--- config.mk ---
export PLATFORM = sky130hd
export DESIGN_NAME = game_ctrl
export DESIGN_NICKNAME = d
export VERILOG_FILES = /design/src/rtl/game_ctrl.sv
export SDC_FILE = /design/constraint.sdc
export NUM_CORES = 1
export LEC_CHECK = 0
export BUFFER_PORTS_ARGS = -buffer_cell sky130_fd_sc_hd__buf_2
export CORE_ASPECT_RATIO = 1.1
export CORE_MARGIN = 10
export CORE_UTILIZATION = 45
export CTS_CLUSTER_SIZE = 40
export DETAILED_ROUTE_END_ITERATION = 8
export GPL_ROUTABILITY_DRIVEN = 0
export PLACE_DENSITY_LB_ADDON = 0.08
export SLEW_MARGIN = 20
export SYNTH_ARGS = -nofsm -noshare
export SYNTH_HDL_FRONTEND = slang
export SYNTH_SLANG_ARGS = --single-unit
--- constraint.sdc ---
create_clock -name clk -period 2.2 [get_ports clk]
set_input_delay 0.33 -clock clk [delete_from_list [all_inputs] [get_ports clk]]
set_output_delay 0.33 -clock clk [all_outputs]
set_load 0.05 [all_outputs]
--- src/rtl/game_ctrl.sv ---
// Guessing-game sequencer: greeting, three timed rounds, win/loss display with timed return.
// Define GAME_HINT_EN to build the above/below hint registers; otherwise hint_hi/hint_lo are tied low.
module game_ctrl #(
    parameter int MAX_TRIES = 7,
    parameter int WIN_HOLD  = 100
) (
    input  logic       clk,
    input  logic       rst,
    input  logic       start,
    input  logic       next,
    input  logic       sure,
    input  logic [6:0] guess,
    input  logic [6:0] rand_num,
    input  logic       cnt_done,
    output logic [2:0] state,
    output logic       rand_st,
    output logic       cst,
    output logic       dzst,
    output logic [2:0] dz_num,
    output logic       bst,
    output logic       dst,
    output logic [1:0] disp_num,
    output logic [2:0] tries,
    output logic       hint_hi,
    output logic       hint_lo
);

    // state  | meaning
    // IDLE   | game disabled (start low)
    // GREET  | greeting pattern, waiting for next
    // G1..G3 | round n: entry, target load, then guessing
    // WIN    | all three rounds cleared, timed display
    // LOSE   | out of tries or time, timed display
    typedef enum logic [2:0] {
        S_IDLE  = 3'd0,
        S_GREET = 3'd1,
        S_G1    = 3'd2,
        S_G2    = 3'd3,
        S_G3    = 3'd4,
        S_WIN   = 3'd5,
        S_LOSE  = 3'd6
    } state_t;

    localparam logic [1:0] PH_ENTRY = 2'd0;
    localparam logic [1:0] PH_LOAD  = 2'd1;
    localparam logic [1:0] PH_PLAY  = 2'd2;

    localparam int          HW        = (WIN_HOLD > 1) ? $clog2(WIN_HOLD) : 1;
    localparam logic [HW-1:0] HOLD_LOAD = HW'(WIN_HOLD - 1);
    localparam logic [2:0]  TRY_LIM   = 3'(MAX_TRIES);

    state_t        cur, nxt;
    logic [1:0]    phase, phase_d;
    logic [6:0]    target;
    logic [HW-1:0] hold, hold_d;
    logic [2:0]    tries_d;
    logic [1:0]    disp_d;
    logic          bst_d;
    logic          in_round;
    logic          hit;

    assign in_round = (cur == S_G1) || (cur == S_G2) || (cur == S_G3);
    assign hit      = (guess == target);

    always_ff @(posedge clk or posedge rst) begin
        if (rst) begin
            cur      <= S_IDLE;
            phase    <= PH_ENTRY;
            target   <= '0;
            hold     <= '0;
            tries    <= '0;
            disp_num <= '0;
            bst      <= 1'b0;
        end else begin
            cur      <= nxt;
            phase    <= phase_d;
            hold     <= hold_d;
            tries    <= tries_d;
            disp_num <= disp_d;
            bst      <= bst_d;
            if (in_round && phase == PH_LOAD)
                target <= rand_num;
        end
    end

    always_comb begin
        nxt     = cur;
        phase_d = phase;
        hold_d  = (hold != '0) ? hold - HW'(1) : hold;
        tries_d = tries;
        disp_d  = disp_num;
        bst_d   = 1'b0;
        if (in_round && phase != PH_PLAY)
            phase_d = phase + 2'd1;

        if (!start) begin
            nxt     = S_IDLE;
            phase_d = PH_ENTRY;
            hold_d  = '0;
            tries_d = '0;
            disp_d  = '0;
        end else begin
            case (cur)
                S_IDLE: nxt = S_GREET;
                S_GREET: begin
                    if (next) begin
                        nxt     = S_G1;
                        phase_d = PH_ENTRY;
                        tries_d = '0;
                        disp_d  = '0;
                    end
                end
                S_G1, S_G2, S_G3: begin
                    // Timeout beats a same-cycle guess.
                    if (cnt_done) begin
                        nxt    = S_LOSE;
                        hold_d = HOLD_LOAD;
                        bst_d  = 1'b1;
                    end else if (sure && phase == PH_PLAY) begin
                        if (hit) begin
                            disp_d  = disp_num + 2'd1;
                            bst_d   = 1'b1;
                            phase_d = PH_ENTRY;
                            tries_d = '0;
                            case (cur)
                                S_G1:    nxt = S_G2;
                                S_G2:    nxt = S_G3;
                                default: begin
                                    nxt    = S_WIN;
                                    hold_d = HOLD_LOAD;
                                end
                            endcase
                        end else begin
                            tries_d = (tries < TRY_LIM) ? tries + 3'd1 : tries;
                            if (tries_d == TRY_LIM) begin
                                nxt    = S_LOSE;
                                hold_d = HOLD_LOAD;
                                bst_d  = 1'b1;
                            end
                        end
                    end
                end
                S_WIN, S_LOSE: begin
                    if (hold == '0) begin
                        nxt    = S_GREET;
                        disp_d = '0;
                    end
                end
                default: nxt = S_IDLE;
            endcase
        end
    end

    always_comb begin
        state   = cur;
        rand_st = in_round && (phase == PH_ENTRY);
        cst     = in_round && (phase != PH_ENTRY);
        dzst    = (cur != S_IDLE);
        dst     = in_round || (cur == S_WIN) || (cur == S_LOSE);
        case (cur)
            S_G1:    dz_num = 3'd1;
            S_G2:    dz_num = 3'd2;
            S_G3:    dz_num = 3'd3;
            S_WIN:   dz_num = 3'd4;
            S_LOSE:  dz_num = 3'd5;
            default: dz_num = 3'd0;
        endcase
    end

`ifdef GAME_HINT_EN
    // A correct guess evaluates to (0,0), which also clears hints for the next round.
    always_ff @(posedge clk or posedge rst) begin
        if (rst) begin
            hint_hi <= 1'b0;
            hint_lo <= 1'b0;
        end else if (!start || cur == S_IDLE || cur == S_GREET) begin
            hint_hi <= 1'b0;
            hint_lo <= 1'b0;
        end else if (in_round && phase == PH_PLAY && sure && !cnt_done) begin
            hint_hi <= (guess > target);
            hint_lo <= (guess < target);
        end
    end
`else
    assign hint_hi = 1'b0;
    assign hint_lo = 1'b0;
`endif

endmodule

==> impl_metrics.toml <==
[synthesis]
synth-adder-area-share_pct = 4.43
netlist.top_cell.by_area = "sky130_fd_sc_hd__dfrtp_1"
synthDominantCellAreaShare_pct = 36.9
synth_seq_cells = 25
register_area_share_after_synthesis_pct = 36.9
main_combinational_cell_family_by_area_after_synthesis = "simple AND/OR/NAND/NOR gates"
postSynth.asyncResetShare_pct = 100
syn_avg_cell_area_sq_um = 9.21
synth.area.top_cells = "sky130_fd_sc_hd__dfrtp_1 (37%), sky130_fd_sc_hd__mux2_2 (4.7%), sky130_fd_sc_hd__xor2_1 (4.7%)"
synthMuxAreaShare_pct = 5.24
post_synth_and_or_nand_nor_area_fraction_pct = 24.7
post_synth_xor_area_fraction_pct = 7.75
syn-instance-count = 184
synth_top_cells_by_count = "sky130_fd_sc_hd__dfrtp_1 (25), sky130_fd_sc_hd__nand2_1 (19), sky130_fd_sc_hd__nor2_1 (14)"
yosys_most_used_dff = "sky130_fd_sc_hd__dfrtp_1"
ys.warnings.count = 0
yosysUniqueCellTypes = 48
synthesis.area_sq_um = 1690
synth-edff-count = 0
synth_compound_gate_area_share_pct = 16.5
synthMostInstantiatedCell = "sky130_fd_sc_hd__dfrtp_1"

[min_path]
timing.hold.worst.class = "in2async"

[layout]
nFillCells = 353
final-seq-area_sq_um = 626
final_core_util_pct = 56.1
post_route_cells_drive_above_1_share_pct = 29.1
num_antenna_cells = 0
multiInputGateArea_sq_um = 1040
layout.nets = 250
area_delta_synth_final_pct = 20.2

[timing]
clock-skew-final_ns = 0.00173
setup_violations = 0
post-route-period-util_pct = 91.3
report.final.hold_viol_count = 0
timing.final.crit_period_ns = 2.01
max_freq_mhz = 498
rsz0062_at_grt = "false"
final_critical_path_setup_slack_ns = 0.192
slew_violations = 0

[global_route]
grt_max_degree = 26
grt_first_pass_wirelength_um = 7220
grt-ovfl-total = 0
grt.total_usage_pct = 13.1
grt_pass1_vias = 1525
antenna_found_initial = 0

[floorplanning]
die_height_um = 84.4
floorplan.io_pins = 38
design.die.area_sq_um = 6620
die_x_um = 78.5
initial_core_util_pct = 46.7
std_cell_rows = 23
core_area_sq_um = 3630

[route]
route.detailed.drc = 0
first_pass_iters = 4
drt_iter0_markers = 95
detail-route-antenna-nets = 0
vias_per_cell = 5.50
postRouteWirelength_um = 4150
routed_wire_length_per_instance_um = 15.2
detailroute.via_count = 1501

[worst_setup_path]
critPathLaunch = "state[1]"
critical_path.reg2reg.startpoint = "tries[1]"
timing.critical_path.cells = "nor2b_2 > nor2_1 > nor2b_2 > buf_2"
worst-path-max-fanout = 11
cp_slowest_stage_delay_ns = 0.55
critPathMostFrequentCell = "sky130_fd_sc_hd__nor2b_2"
critical-path-slowest-cell = "sky130_fd_sc_hd__dfrtp_1"
cp-start-kind = "register"
critical_path.endpoint_type = "output port"
worstSetupPathType = "reg2out"
crit_arrival_ns = 1.68
required_ns = 1.87
cp.buffers_inverters = 1
worst_path_dominant_cell_family = "simple AND/OR/NAND/NOR gates"

[clocking]
tritoncts = "yes"
cts-root-to-sink-buffers = 2
worst_setup_hold_path_clk_slew_ns = 0.09
root_buffer = "sky130_fd_sc_hd__clkbuf_8"
holdBufCountCts = 0
tritoncts_num_sinks = 25
htreeDepth = 1
cts_made_buffers = 3
worst_skew_pair.late_latency_ns = 0.27

[power]
pwr_density_cell_nw_per_um2 = 1250
max-vdd-ir-drop_mv = 0.521
power.static_leakage_nw = 0.970
finalPower_mw = 2.54

[placement]
detailed_place_hpwl_um = 3350
io_buffer_count = 35
place_worst_setup_slack_ns = 0.0682

[outcome]
run_status = "finished clean"

[run]
timing.max_cap.violations = 0
## worst register-to-register path, cell delays in order (launching register included)
cell,delay (ns)
sky130_fd_sc_hd__dfrtp_1,0.45
sky130_fd_sc_hd__ha_1,0.33
sky130_fd_sc_hd__nor4bb_1,0.15
sky130_fd_sc_hd__nor4_2,0.38
sky130_fd_sc_hd__o2bb2ai_2,0.15
sky130_fd_sc_hd__nand2b_1,0.18
sky130_fd_sc_hd__a32o_1,0.24
## layout make-up
cell class                 instances  area share [%]
inverter                           7            1.29
sequential                        25            30.7
timing repair buffer              43            11.6
multi-input combinational        144            50.9
clock inverter                     1           0.430
tap                               50            3.07
clock buffer                       3            2.03
## repair_timing
item                       CTS  global route
setup endpoints to repair    0             9
resized for setup            0             5
setup buffers                0             0
## flip-flops by register name, indices dropped and copies added (netlist names)
| signal | flops |
|---|---|
| hold | 7 |
| target | 7 |
| state | 3 |
| tries | 3 |
| disp_num | 2 |
| phase | 2 |
| bst | 1 |
## metrics by stage
step	cell area [sq um]	hold slack [ns]	cells	TNS (ns)
6_report	2040	0.0893	273	0
5_1_grt	2040	0.104	273	0
4_1_cts	2010	0.0973	273	0
3_5_place_dp	1960	0.400	269	0
3_3_place_gp	1960	0.394	269	0
2_1_floorplan	1710	0.357	185	-0.0340
## path summary, 6_finish.rpt
kind,end,slack (ns),cells past startpoint
max,rand_st,0.19,4
min,hold[1],0.09,3
max reg2reg,state[0],0.21,6
min reg2reg,target[4],0.54,1
max in group asynchronous,hold[6],1.87,3
min in group clk,target[2],0.29,2
## cells in the final DEF, fill, tap and decap left out, types with 2 or more instances in the layout
cell                       netlist  layout
sky130_fd_sc_hd__buf_2           2      35
sky130_fd_sc_hd__dfrtp_1        25      25
sky130_fd_sc_hd__nand2_1        19      19
sky130_fd_sc_hd__nor2_1         14      13
sky130_fd_sc_hd__xor2_1          9       9
sky130_fd_sc_hd__buf_4           2       8
sky130_fd_sc_hd__a21oi_1         7       7
sky130_fd_sc_hd__inv_1           7       7
sky130_fd_sc_hd__mux2_2          7       7
sky130_fd_sc_hd__nor3_1          6       6
sky130_fd_sc_hd__xnor2_1         6       6
sky130_fd_sc_hd__ha_1            6       6
sky130_fd_sc_hd__o21ai_0         5       5
sky130_fd_sc_hd__and3_1          3       3
sky130_fd_sc_hd__nor2b_2         0       3
sky130_fd_sc_hd__nor2b_1         6       3
sky130_fd_sc_hd__nand2b_1        3       3
sky130_fd_sc_hd__a22o_1          3       3
sky130_fd_sc_hd__or3_1           3       3
sky130_fd_sc_hd__o211a_1         3       3
sky130_fd_sc_hd__nand3_1         3       3
sky130_fd_sc_hd__clkbuf_8        0       3
sky130_fd_sc_hd__nor4_1          3       2
sky130_fd_sc_hd__nor4bb_1        3       2
sky130_fd_sc_hd__nor4_2          1       2
sky130_fd_sc_hd__a311oi_1        2       2
sky130_fd_sc_hd__nor3b_1         3       2
sky130_fd_sc_hd__a32o_1          2       2
sky130_fd_sc_hd__and2_1          2       2
sky130_fd_sc_hd__o211ai_1        2       2
sky130_fd_sc_hd__a221o_1         2       2
sky130_fd_sc_hd__a31oi_1         2       2
sky130_fd_sc_hd__conb_1          1       2
## power breakdown
| group | leakage (nW) | total (mW) | internal, mW | switching, mW |
|---|---|---|---|---|
| logic | 0.620 | 1.50 | 0.562 | 0.935 |
| clock network | 0.0261 | 0.291 | 0.133 | 0.158 |
| registers | 0.324 | 0.749 | 0.609 | 0.140 |
| total | 0.970 | 2.54 | 1.30 | 1.23 |
## logic make-up (layout without fill, tap and decap cells)
group,count (synthesis),in the layout
flip-flops,25,25
AND/OR/NAND/NOR,75,75
multiplexers,8,8
adder cells (fa/ha/maj),6,6
other,1,2
XOR/XNOR,15,15
buffers and inverters,16,54
AO/OA/AOI/OAI,38,38
## per-layer routing
layer	GRT usage (%)	vias to the layer above	wire length (um)
met5	0	-	0
met4	3.59	0	31
met3	3.09	2	146
met2	23.4	27	2180
met1	15.0	733	1790
li1	-	739	-
Note: power is estimated with default switching activity, not from simulation.
